--- src/rtl/fpa_pkg.sv ---
// Shared constants and types for the floating-point accumulator slice.
package fpa_pkg;

  localparam int unsigned DEF_EXP_WIDTH      = 8;
  localparam int unsigned DEF_MANTISSA_WIDTH = 23;
  localparam int unsigned FP_WIDTH           = 1 + DEF_EXP_WIDTH + DEF_MANTISSA_WIDTH;

  localparam logic [FP_WIDTH-1:0] FP_POS_ZERO = '0;

  typedef enum logic [0:0] {
    ACCUM,
    HOLD
  } fpa_acc_state_t;

endpackage

--- src/rtl/fp_adder.sv ---
// Combinational floating-point adder. Denormal inputs flush to zero and the
// result is truncated toward zero. The alignment frame is twice the
// significand width, so any sum that is exactly representable comes out exact.
// An exponent overflow returns signed infinity and an underflow returns +0.
module fp_adder #(
  parameter int unsigned EXP_WIDTH      = 8,
  parameter int unsigned MANTISSA_WIDTH = 23
) (
  input  logic [EXP_WIDTH+MANTISSA_WIDTH:0] a_in,
  input  logic [EXP_WIDTH+MANTISSA_WIDTH:0] b_in,
  output logic [EXP_WIDTH+MANTISSA_WIDTH:0] fpa_out,
  output logic                              overflow_out,
  output logic                              underflow_out
);

  localparam int unsigned FW   = 1 + EXP_WIDTH + MANTISSA_WIDTH;
  localparam int unsigned SW   = MANTISSA_WIDTH + 1;
  localparam int unsigned SUMW = 2 * SW + 1;
  localparam int unsigned EMAX = (2 ** EXP_WIDTH) - 1;

  logic [FW-1:0]        big, sml;
  logic [EXP_WIDTH-1:0] big_exp, sml_exp, shift;
  logic [SW-1:0]        big_sig, sml_sig;
  logic [SUMW-1:0]      big_ext, sml_ext, sum, norm;
  int                   lead;
  int                   e_res;

  // Order operands by magnitude, align, add or subtract, then normalise.
  always_comb begin
    fpa_out       = '0;
    overflow_out  = 1'b0;
    underflow_out = 1'b0;
    lead          = 0;

    if (b_in[FW-2:0] > a_in[FW-2:0]) begin
      big = b_in;
      sml = a_in;
    end else begin
      big = a_in;
      sml = b_in;
    end
    big_exp = big[FW-2 -: EXP_WIDTH];
    sml_exp = sml[FW-2 -: EXP_WIDTH];
    big_sig = (big_exp == '0) ? '0 : {1'b1, big[MANTISSA_WIDTH-1:0]};
    sml_sig = (sml_exp == '0) ? '0 : {1'b1, sml[MANTISSA_WIDTH-1:0]};
    shift   = big_exp - sml_exp;

    big_ext = {1'b0, big_sig, {SW{1'b0}}};
    sml_ext = {1'b0, sml_sig, {SW{1'b0}}} >> shift;
    sum     = (big[FW-1] == sml[FW-1]) ? big_ext + sml_ext : big_ext - sml_ext;

    for (int i = 0; i < int'(SUMW); i++) begin
      if (sum[i]) lead = i;
    end
    norm  = sum << (int'(SUMW) - 1 - lead);
    // Unshifted big operand has its leading one at bit SUMW-2.
    e_res = int'(big_exp) + lead - (int'(SUMW) - 2);

    if (sum == '0) begin
      fpa_out = '0;
    end else if (e_res >= int'(EMAX)) begin
      overflow_out = 1'b1;
      fpa_out      = {big[FW-1], {EXP_WIDTH{1'b1}}, {MANTISSA_WIDTH{1'b0}}};
    end else if (e_res <= 0) begin
      underflow_out = 1'b1;
      fpa_out       = '0;
    end else begin
      fpa_out = {big[FW-1], e_res[EXP_WIDTH-1:0], norm[SUMW-2 -: MANTISSA_WIDTH]};
    end
  end

endmodule

--- src/rtl/fpa_accumulator.sv ---
// Streaming packet sum: folds each accepted beat into a running sum through
// one fp_adder and presents the sum, count and sticky flags on the last beat.
module fpa_accumulator
  import fpa_pkg::*;
#(
  parameter int unsigned EXP_WIDTH      = DEF_EXP_WIDTH,
  parameter int unsigned MANTISSA_WIDTH = DEF_MANTISSA_WIDTH,
  parameter int unsigned COUNT_WIDTH    = 16
) (
  input  logic                              clk_in,
  input  logic                              rst_in,
  input  logic [EXP_WIDTH+MANTISSA_WIDTH:0] data_in,
  input  logic                              valid_in,
  input  logic                              last_in,
  output logic                              ready_out,
  output logic [EXP_WIDTH+MANTISSA_WIDTH:0] sum_out,
  output logic                              sum_valid_out,
  input  logic                              sum_ready_in,
  output logic [COUNT_WIDTH-1:0]            count_out,
  output logic                              overflow_out,
  output logic                              underflow_out
);

  localparam int unsigned FW = 1 + EXP_WIDTH + MANTISSA_WIDTH;

  fpa_acc_state_t   state_q;
  logic [FW-1:0]    acc_q;
  logic [FW-1:0]    fpa_sum;
  logic             add_ovf, add_unf;
  logic [COUNT_WIDTH-1:0] count_q, count_inc;
  logic             sticky_ovf_q, sticky_unf_q;
  logic             beat_accept;

  fp_adder #(
    .EXP_WIDTH      (EXP_WIDTH),
    .MANTISSA_WIDTH (MANTISSA_WIDTH)
  ) fpa0 (
    .a_in          (acc_q),
    .b_in          (data_in),
    .fpa_out       (fpa_sum),
    .overflow_out  (add_ovf),
    .underflow_out (add_unf)
  );

  assign ready_out   = (state_q == ACCUM);
  assign beat_accept = valid_in && ready_out;
  assign count_inc   = (&count_q) ? count_q : count_q + COUNT_WIDTH'(1);

  // Accumulate beats in ACCUM, publish on last beat, wait for the consumer in HOLD.
  always_ff @(posedge clk_in) begin
    if (rst_in) begin
      state_q       <= ACCUM;
      acc_q         <= FW'(FP_POS_ZERO);
      count_q       <= '0;
      sticky_ovf_q  <= 1'b0;
      sticky_unf_q  <= 1'b0;
      sum_out       <= '0;
      sum_valid_out <= 1'b0;
      count_out     <= '0;
      overflow_out  <= 1'b0;
      underflow_out <= 1'b0;
    end else begin
      unique case (state_q)
        ACCUM: begin
          if (beat_accept) begin
            if (last_in) begin
              sum_out       <= fpa_sum;
              count_out     <= count_inc;
              overflow_out  <= sticky_ovf_q | add_ovf;
              underflow_out <= sticky_unf_q | add_unf;
              sum_valid_out <= 1'b1;
              state_q       <= HOLD;
              acc_q         <= FW'(FP_POS_ZERO);
              count_q       <= '0;
              sticky_ovf_q  <= 1'b0;
              sticky_unf_q  <= 1'b0;
            end else begin
              acc_q        <= fpa_sum;
              count_q      <= count_inc;
              sticky_ovf_q <= sticky_ovf_q | add_ovf;
              sticky_unf_q <= sticky_unf_q | add_unf;
            end
          end
        end
        HOLD: begin
          if (sum_valid_out && sum_ready_in) begin
            sum_valid_out <= 1'b0;
            state_q       <= ACCUM;
          end
        end
        default: state_q <= ACCUM;
      endcase
    end
  end

endmodule

--- config.mk ---
export PLATFORM = sky130hd
export DESIGN_NAME = fpa_accumulator
export DESIGN_NICKNAME = d
export VERILOG_FILES = /design/src/rtl/fpa_pkg.sv /design/src/rtl/fp_adder.sv /design/src/rtl/fpa_accumulator.sv
export SDC_FILE = /design/constraint.sdc
export NUM_CORES = 1
export LEC_CHECK = 0
export ABC_AREA = 1
export ABC_CLOCK_PERIOD_IN_PS = 14700
export BUFFER_PORTS_ARGS = -buffer_cell sky130_fd_sc_hd__buf_2
export CAP_MARGIN = 5
export CORE_UTILIZATION = 60
export DETAILED_ROUTE_END_ITERATION = 8
export PLACE_DENSITY = 0.79
export SYNTH_ARGS = -nofsm -noshare
export SYNTH_HDL_FRONTEND = slang
export SYNTH_SLANG_ARGS = --single-unit
--- constraint.sdc ---
create_clock -name clk_in -period 14.7 [get_ports clk_in]
set_clock_uncertainty 0.05 [all_clocks]
set_input_delay 0 -clock clk_in [delete_from_list [all_inputs] [get_ports clk_in]]
set_output_delay 0 -clock clk_in [all_outputs]
set_load 0.1 [all_outputs]
After elaboration in Yosys (flattened, before gate mapping)
Index checks and enable logic that the tools add are counted.

storage, ports and cells
  register bits after elaboration = 102
  latch bits = 0
  RAM bits = 0
  ROM bits = 0
  bits of input ports = 37
  output and inout port bits = 52
  word-level logic and storage cells = 112
  memories = 0

cells by class
  $add $sub $neg = 7
  multipliers = 0
  divide/modulo/power cells = 0
  order comparisons = 3
  eq/ne operators = 4
  shift operators = 2
  multiplexer cells = 74
  bitwise operators = 3
  reduce and logical (&&, ||, !) cells = 9

operators with widths
  kind                                                                count
  two-way mux 32 bit                                                  6
  two-way mux 6 bit                                                   17
  two-way mux 5 bit                                                   16
  adder 48 x 49 -> 49 bit                                             1
  logical NOT 49 bit                                                  1
  two-way mux 49 bit                                                  1
  left shift 49 x 32 -> 48 bit                                        1
  >> shifter 48 x 8 -> 49 bit                                         1
  subtractor 48 x 49 -> 49 bit                                        1
  two-way mux 24 bit                                                  2
  greater-or-equal comparator 32 x 9 -> 1 bit, second input constant  1
  <= comparator 32 x 1 -> 1 bit, second input constant                1
  two-way mux 16 bit                                                  2
  two-way mux 4 bit                                                   8
  subtractor 32 x 7 -> 32 bit, second input constant                  1
  > comparator 31 bit                                                 1
  adder 16 x 1 -> 16 bit, second input constant                       1
  logical NOT 8 bit                                                   2
  AND reduction 16 bit                                                1
  two-way mux 1 bit                                                   14
  two-way mux 3 bit                                                   4
  adder 8 x 6 -> 9 bit                                                1
  subtractor 8 bit                                                    1
  subtractor 6 x 6 -> 7 bit, first input constant                     1
  other kinds (10)                                                    16

Depth between registers and ports, before layout
Gate-level depths: netlist of run 1.

  word-level depth = 63
  gate-level depth with buffers = 110
  gate-level depth less buffers = 107

Hierarchy
A second synthesis of run 1 with hierarchy kept.

unflattened totals
  cells, all modules = 2874
  area total of the unflattened synthesis = 15798.9 sq um

by module, submodules not included
  module           times used  cells an instance  area each (sq um)
  fp_adder         1           2326               11783.8
  fpa_accumulator  1           548                4015.1

Least setup slack after synthesis of run 1
No wires, ideal clock.

  path kind = register to register
  start = register acc_q[30]
  end = register acc_q[15]
  setup time = 70 ps
  data arrival time = 10401 ps
  required time = 14580 ps
  path slack = 4178 ps
  cell stages (with the launch flop) = 80
  buffers on the path = 5
  clock period less this slack = 10522 ps
  cells stage by stage = dfxtp_1 inv_1 ha_1 nand2_1 nor2_1 nand3_1 nor3_1 nand2_1 nand2_4 nand2_4 buf_8 nand2_1 nand2_2 nand3_1 nand3_2 a31o_2 xor2_2 inv_2 [44 not listed] nand2_1 nor2_1 ha_1 inv_1 nor2_1 nand2_1 inv_1 a21oi_1 inv_1 nand2_1 inv_1 nor4_2 inv_1 nor2_1 nand3_1 nand3_1 nand3_1 a21oi_1

between the ends
  word-level cells in the longest chain between the ends = 62
  elaborated cells on any way between the ends = 72
  those cells by class = 6 x add/sub; 3 x order compare; 1 x eq/ne; 2 x shift; 57 x mux; 3 x reduce/logical

ends and longest elaborated chain
  element                                                                line                   source
  start: declaration                                                     fpa_accumulator.sv:27  logic [FW-1:0] acc_q;
  start signal: assignment                                               fpa_accumulator.sv:53  acc_q <= FW'(FP_POS_ZERO);
  start signal: assignment                                               fpa_accumulator.sv:73  acc_q <= FW'(FP_POS_ZERO);
  start signal: assignment                                               fpa_accumulator.sv:78  acc_q <= fpa_sum;
  branches (longest 60 deep; another with subtractor 48 x 49 -> 49 bit)  --
  two-way mux 32 bit *                                                   fp_adder.sv:59         if (sum == '0) begin
  two-way mux 32 bit *                                                   fpa_accumulator.sv:66  if (last_in) begin

Every way passes the cells marked *.
A chain may end at the register's enable or synchronous reset.

Final worst setup path of run 1
  start = register acc_q[23]
  end = register acc_q[8]

The elaborated chain is that of the path after synthesis.

==> flow_summary.ini, run 1 <==
[run_status]
status = complete, no violations

[clock_tree]
cts.sinks = 102
htree_levels = 3
cts_tree = yes
cts_buffers = 9
clkTransAtPathRegs_ns = 0.07
clockBufferDepth = 2
clockRootBuffer = clkbuf_16
clock_latency_ns = 0.35
post_cts_buffers = 0

[synthesis]
yosys.area.top_type = nand3_1
syn_avg_cell_area_sq_um = 5.562
synth_ff_type = dfxtp_1
synthCells = 2819
syn-num-nets = 2951
synth-warning-count = 0
async_flop_share_pct = 0
synth_edf_count = 0
ys_ff_latch = 102
ys_types = 66
syn_area_sq_um = 15680
yosys-top-cells-area = nand3_1 (20%), nand2_1 (17%), dfxtp_1 (13%)
synth_top_area_share_pct = 20.08
yosysSeqAreaShare_pct = 13.02

[routing]
drtPass1Iterations = 6
drt_iter0_drc = 3139
drc = 0
wl_per_cell_um = 18.87
wirelength_um = 59090
ant_nets = 0
via_per_inst = 6.303
vias = 19736

[placed_design]
hpwl_um = 45940
gp_congestion = 1.041
portBuffers = 88
dp.cells = 3112

[global_route]
grt_overflow = 0
grt_pass1_wl_um = 91060
grt_use_total_pct = 43.22
antenna_found_initial = 0
grt_pass1_vias = 17527
grt_max_degree = 116

[sta]
fin_crit_ns = 12.92
hold_viol = 0
tightest_slew_ns = 1.098
slew_headroom_pct = 26.36
finalSetupTns_ns = 0
rsz0062_at_grt = false
report.final.setup_viol = 0
post-route-period-util_pct = 87.90
drv_slew = 0
hold_slack_ns = 0.1637
max_clock_freq_mhz = 77.39

[layout]
antennaDiodeCount = 0
fillers = 2483
syn_to_final_growth_pct = 4.054
final_cells = 3131
drive_above_1_share_pct = 9.104
nets = 2928

[worst_setup_path]
critPathMaxFanout = 58
cpMaxStageDelayCell = ha_2
critical_path.startpoint_type = register
setup.worst_path.class = register to register
cp_data_arrival_time_ns = 13.13
critPathMostFrequentCell = nand2_1
required_ns = 14.90
crit_buf_inv = 13
cp-end-kind = register
cpPeakStageDelay_ns = 0.65
cpLargestDelayFamily = simple AND/OR/NAND/NOR gates

[worst_hold_path]
hp-class = primary input to register

[floorplanning]
core-area_sq_um = 25400
placementRows = 58
die_w_um = 163.7
die_area_sq_um = 26780
io_pins = 89
start_util_pct = 61.73
die_h_um = 163.7

[job]
timing.max_cap.violations = 0
[final cells by class]
class / instances / area (sq um) / share of cell area [%]
multi-input combinational: 2233 / 11700 / 71.69
sequential: 102 / 2042 / 12.52
inverter: 342 / 1286 / 7.884
timing repair buffer: 108 / 595.6 / 3.651
tap: 330 / 412.9 / 2.531
clock buffer: 10 / 229.0 / 1.403
clock inverter: 6 / 52.55 / 0.3221
[registers in the layout, summed over array words and instances (netlist names)]
name and flops:
count_out 16, sticky_unf_q 1, sum_out 32, count_q 16
underflow_out 1, overflow_out 1, sticky_ovf_q 1, acc_q 32
state_q 1, sum_valid_out 1
[routing by layer]
metal	global-route usage, %	routed length [um]	vias up
li1	-	-	9334
met1	56.91	23530	8912
met2	66.43	25020	1254
met3	9.345	7333	236
met4	21.00	3207	0
met5	0	0	-
[timing repair]
item                                   4_1_cts  5_1_grt
resized for setup                            0        2
hold buffers                                 2        0
setup endpoints to repair                    0       46
endpoints found under the hold margin        5        0
[cell families (layout without fill, tap and decap cells)]
group,after synthesis,in the layout,share of synthesized area [%]
flops,102,102,13.02
buf+inv,485,466,12.74
compound gates,352,352,13.38
xor+xnor,62,62,3.823
mux,2,2,0.1277
fa+ha+maj,95,95,7.677
simple gates,1721,1722,49.23
[per-stage QoR]
step / area, sq um / util, % / setup slack (ns)
after floorplan: 15680 / - / 4.178
after global placement: 15990 / 62.96 / 1.915
after detailed placement: 15990 / 62.96 / 1.391
after CTS: 16290 / 64.14 / 1.341
after global routing: 16310 / 64.23 / 0.1501
final: 16310 / 64.23 / 1.779
[synthesized netlist by cell type, types with 12 or more instances]
cell	count
nand4_1	58
o21ai_1	18
buf_1	13
nand2_1	694
inv_1	291
a21oi_1	154
a211oi_1	26
nand2_2	20
clkbuf_1	69
xor2_1	47
a31oi_1	15
buf_2	43
nor2_1	238
inv_2	44
o21ai_0	69
nor3_1	32
nand3_1	629
ha_1	93
buf_6	12
dfxtp_1	102
[final timing paths]
path	from	end	slack, ns	cells past startpoint
worst min register to register	acc_q[4]	acc_q[4]	0.42	2
worst max-delay path	acc_q[23]	acc_q[8]	1.78	77
worst max register to register	acc_q[23]	acc_q[8]	1.78	77
worst min-delay path	data_in[31]	sum_out[31]	0.16	3
[layout by cell type (no fill, tap or decap), types with 6 or more instances in the layout]
| master | instances |
|---|---|
| o21ai_0 | 69 |
| o22ai_1 | 6 |
| inv_2 | 44 |
| clkbuf_16 | 9 |
| buf_4 | 18 |
| dfxtp_1 | 102 |
| nor4_1 | 7 |
| inv_1 | 291 |
| nand2_1 | 694 |
| a2bb2oi_1 | 9 |
| nand2_2 | 20 |
| nor3_1 | 32 |
| nor2_2 | 9 |
| o21ai_1 | 18 |
| a31oi_1 | 15 |
| o21ai_2 | 10 |
| xor2_1 | 45 |
| xnor2_1 | 9 |
| nand3_1 | 629 |
| clkinv_1 | 6 |
| xor2_2 | 6 |
| o21bai_1 | 6 |
| nor2_1 | 235 |
| a211oi_1 | 26 |
| a21oi_1 | 154 |
| nand4_1 | 58 |
| or2_2 | 11 |
| ha_1 | 92 |
| buf_2 | 88 |
[tightest hold or removal path: stages]
cell and delay [ns]:
buf_2 0.12, o2111ai_1 0.21, o21ai_0 0.18
Power of run 1 is left out: the tool's default activity adds up to more than one toggle a clock period on the data nets, which glitch-free logic cannot reach.
==> run 2, diff against run 1 <==
CORE_UTILIZATION = 45   (was 60)
PLACE_DENSITY = unset   (was 0.79)
==> run 2 against run 1 <==
Net effect:
- worst setup slack worse by 0.20 ns
- sequential cell count stayed put
- sequential share of layout area shrank 0.11 points
- die area increased by 33%
- fmax down 1.5%
- global-route usage fell by 10 points
- core utilization down 16 points
- critical path depth is 2 higher
- routed wire length is 2.0% higher
- design area up 0.88%
- critical path type unchanged
- register-to-register slack worse by 0.20 ns
- final cell count rose by 3.8%
- largest cell class unchanged
- highest routed layer unchanged
==> flow_summary.ini, run 2 (same netlist as run 1, synthesis figures left out) <==
[layout]
syn_to_final_growth_pct = 4.972
area.sequential_sq_um = 2042
final_common_cell = nand2_1
multiInputGateArea_sq_um = 11680
drive_above_1_share_pct = 9.175
antennaDiodeCount = 0
fillers = 3795
top_regs = acc_q x32, sum_out x32
nets = 2928
layout_common_cells = nand2_1 (694), nand3_1 (629), inv_1 (291), nor2_1 (235), a21oi_1 (154)

[worst_setup_path]
critPathMostFrequentCell = nand2_1
cpPeakStageDelay_ns = 0.66
cpMaxStageDelayCell = ha_2
reg2reg_depth = 79
cp-end-kind = register
critical_path.startpoint_type = register
cp_data_arrival_time_ns = 13.35
required_ns = 14.92
critPathMaxFanout = 58
setup.worst_path.class = register to register

[floorplanning]
die_w_um = 188.7
start_util_pct = 46.29
placementRows = 67
die_h_um = 188.7
die_area_sq_um = 35590
io_pins = 89
core-area_sq_um = 33870

[routing]
drc = 0
vias = 19041
wirelength_um = 60260
drtPass1Iterations = 6
drt_iter0_drc = 2178
ant_nets = 0
via_per_inst = 5.861
wl_per_cell_um = 18.55

[clock_tree]
clock_latency_ns = 0.36
cts.sinks = 102
clockRootBuffer = clkbuf_16
cts_buffers = 9
clkTransAtPathRegs_ns = 0.07
clockBufferDepth = 2
cts_tree = yes
htree_levels = 3

[sta]
rsz0062_at_grt = false
fin_crit_ns = 13.12
drv_slew = 0
slew_headroom_pct = 27.05
max_clock_freq_mhz = 76.21
post-route-period-util_pct = 89.27
hold_viol = 0
tightest_slew_ns = 1.088
finalSetupTns_ns = 0
report.final.setup_viol = 0

[global_route]
grt_pass1_vias = 17267
grt_overflow = 0
grt_pass1_wl_um = 94320
antenna_found_initial = 0
grt_use_total_pct = 33.23
grt_max_degree = 59

[run_status]
status = complete, no violations

[placed_design]
gp_congestion = 0.9862
portBuffers = 88
hpwl_um = 47860

[worst_hold_path]
hp-class = primary input to register
holdPathStages = 4

[job]
timing.max_cap.violations = 0
==> run 2: cell types whose count changed in the layout (fill, tap and decap cells not counted) <==
cell           delta
buf_4             +1
clkbuf_1          -1
clkinv_2          -1
inv_8             -1
dlygate4sd3_1     -1
clkbuf_8          +1
clkbuf_4          +1
nand2_8           -1
clkinv_4          +2
==> run 2: per-layer routing <==
layer	GRT usage (%)	vias to the layer above	share of wire, %
met5	0	-	0
met4	9.336	0	2.9
met3	5.830	89	8.5
met2	52.59	848	44
met1	45.91	8786	45
li1	-	9318	-
==> run 2: final cells by class <==
type / count / area share (%)
Clock buffer: 10 / 1.452
Inverter: 342 / 7.815
Clock inverter: 6 / 0.3269
Timing Repair Buffer: 109 / 3.649
Tap cell: 448 / 3.406
Sequential cell: 102 / 12.41
Multi-Input combinational cell: 2232 / 70.94
==> run 2: metrics by stage <==
step | setup slack (ns) | utilization, % | std cells | area [sq um] | hold WS [ns]
floorplan | 4.178 | - | 2819 | 15680 | 0.1316
finish | 1.578 | 48.60 | 3249 | 16460 | 0.02604
global route | 0.1205 | 48.60 | 3249 | 16460 | 0.06442
CTS | 1.427 | 48.57 | 3248 | 16450 | 0.01683
detailed placement | 1.486 | 47.67 | 3231 | 16150 | 0.2512
global placement | 1.795 | 47.67 | 3231 | 16150 | 0.2302
==> run 2: worst max-delay path: cells and delay by family, from the launching register on <==
kind            cells  cell delay [ns]
simple gates       40             6.12
compound gates     20             3.43
fa+ha+maj           4             1.59
buf+inv            14             1.23
flops               1             0.36
xor+xnor            1             0.22
==> run 2: final timing paths <==
| kind | start | endpoint | slack [ns] |
|---|---|---|---|
| worst max-delay path | acc_q[23] | acc_q[8] | 1.58 |
| worst min-delay path | last_in | count_out[5] | 0.03 |
| worst max register to register | acc_q[23] | acc_q[8] | 1.58 |
| worst min register to register | count_out[12] | count_out[12] | 0.42 |
==> run 2: timing repair <==
item	4_1_cts	5_1_grt
hold endpoints to repair	2	0
buffers inserted	0	0
endpoints found under the setup margin	0	25
hold buffers	1	0
resized for setup	0	1
Power of run 2 is left out for the same reason.
==> run 3, diff against run 2 <==
ABC_AREA = unset   (was 1)
==> run 3 against run 2 <==
Net effect:
- die area grew 13%
- clock-buffer cell count is 1 higher
- fmax shrank 5.9%
- register-to-register slack lost 0.83 ns
- worst hold slack better by 0.045 ns
- routed wire length grew 34%
- non-clock buffer count increased by 33
- sequential share of layout area decreased by 1.6 points
- first-iteration DRC count increased by 20%
- critical path depth shrank 24
==> flow_summary.ini, run 3 <==
[synthesis]
synthCells = 2611
synth_top_area_share_pct = 11.54
syn-num-nets = 2743
synth-warning-count = 0
ys_types = 117
yosysMostFrequentCell = nand2_1
yosysSeqAreaShare_pct = 11.54
synth_ff_type = dfxtp_1
syn_avg_cell_area_sq_um = 6.776
ys_ff_latch = 102
yosys-top-cells-area = dfxtp_1 (12%), ha_1 (6.6%), a21oi_1 (6.2%)
synth_commonest_cells = nand2_1 (288), nor2_1 (253), a21oi_1 (220), o21ai_0 (183), clkbuf_1 (118)
async_flop_share_pct = 0
synth_edf_count = 0
syn_area_sq_um = 17690
yosys.area.top_type = dfxtp_1

[layout]
layout_common_cells = nand2_1 (287), nor2_1 (248), a21oi_1 (217), o21ai_0 (181), inv_1 (108)
syn_to_final_growth_pct = 6.916
drive_above_1_share_pct = 11.17
top_regs = acc_q x32, sum_out x32
antennaDiodeCount = 0
multiInputGateArea_sq_um = 14630
area.sequential_sq_um = 2042
fillers = 4060
final_common_cell = nand2_1
final_cells = 3115
nets = 2724

[placed_design]
portBuffers = 88
gp_congestion = 1.079
dp.cells = 3097
hpwl_um = 63570

[clock_tree]
cts_buffers = 9
cts.sinks = 102
clock_latency_ns = 0.34
htree_levels = 3
clockBufferDepth = 2
cts_tree = yes
clockRootBuffer = clkbuf_16
post_cts_buffers = 0
clkTransAtPathRegs_ns = 0.07

[run_status]
status = complete, no violations

[worst_hold_path]
hp-class = primary input to register

[worst_setup_path]
cp_data_arrival_time_ns = 14.13
setup.worst_path.class = register to register
cpPeakStageDelay_ns = 0.72
critPathMostFrequentCell = a21oi_1
required_ns = 14.88
cp-end-kind = register
critical_path.startpoint_type = register
critPathMaxFanout = 39
cpMaxStageDelayCell = o21ai_2
cpLargestDelayFamily = compound AO/OA/AOI/OAI gates
crit_buf_inv = 4

[routing]
via_per_inst = 6.949
wl_per_cell_um = 26.01
drtPass1Iterations = 7
drc = 0
drt_iter0_drc = 2612
wirelength_um = 81030
vias = 21646
ant_nets = 0

[floorplanning]
die_h_um = 200.3
start_util_pct = 45.68
die_w_um = 200.3
core-area_sq_um = 38740
io_pins = 89
die_area_sq_um = 40120
placementRows = 72

[global_route]
grt_max_degree = 74
met2_usage_pct = 58.46
antenna_found_initial = 1
grt_pass1_vias = 19861
met3_usage_pct = 5.939
grt_most_used_layer = met2
grt_overflow = 0
grt_use_total_pct = 38.51
grt_util_met1_pct = 52.77
grt_pass1_wl_um = 121400

[sta]
max_clock_freq_mhz = 71.69
hold_viol = 0
report.final.setup_viol = 0
drv_slew = 0
tightest_slew_ns = 1.376
fin_crit_ns = 13.95
finalSetupTns_ns = 0
rsz0062_at_grt = false
slew_headroom_pct = 7.393
post-route-period-util_pct = 94.89

[job]
timing.max_cap.violations = 0
## run 3: routing by layer
| metal | vias to the layer above | wire length, um |
|---|---|---|
| met5 | - | 11 |
| met4 | 2 | 4578 |
| met3 | 233 | 8162 |
| met2 | 1326 | 34200 |
| met1 | 10313 | 34080 |
| li1 | 9772 | - |
## run 3: path summary, 6_finish.rpt
check                                   from            to  slack, ns  cells past startpoint
worst max register to register     acc_q[24]     acc_q[15]       0.75                     55
worst max-delay path               acc_q[24]     acc_q[15]       0.75                     55
worst min register to register  count_out[8]  count_out[8]       0.40                      2
worst min-delay path                 last_in   count_q[12]       0.07                      4
## run 3: stage by stage
stage	setup WS [ns]	utilization [%]	hold WS, ns	instance area, sq um
after floorplan	1.385	-	0.1402	17690
after global placement	0.9520	47.79	0.2461	18510
after detailed placement	0.6983	47.79	0.2647	18510
after CTS	0.5834	48.61	0.06513	18830
after global routing	0.008404	48.83	0.1131	18920
final	0.7509	48.83	0.07152	18920
## run 3: final cells by class
cell class                 count  area share (%)
timing repair inverter         1         0.02646
multi-input combinational   2224           77.35
sequential                   102           10.79
clock inverter                 5          0.3373
clock buffer                  11           1.283
tap                          518           3.426
inverter                     112           2.275
timing repair buffer         142           4.504
## run 3: worst min-delay path, cell delays in order
cell    delay (ns)
buf_2         0.22
nor2_1        0.07
nor2_1        0.07
nor3_1        0.04
## run 3: logic make-up after synthesis
| kind of cell | synth area share, % |
|---|---|
| AND/OR/NAND/NOR | 27.35 |
| AO/OA/AOI/OAI | 35.03 |
| buffers and inverters | 6.569 |
| multiplexers | 8.995 |
| flip-flops | 11.54 |
| adder cells (fa/ha/maj) | 6.803 |
| XOR/XNOR | 3.713 |
## run 3: what timing repair did
item / in CTS / in global routing
hold buffers: 1 / 0
setup endpoints to repair: 0 / 46
hold endpoints to repair: 1 / 0
resized for setup: 0 / 19
Power of run 3 is left out for the same reason.
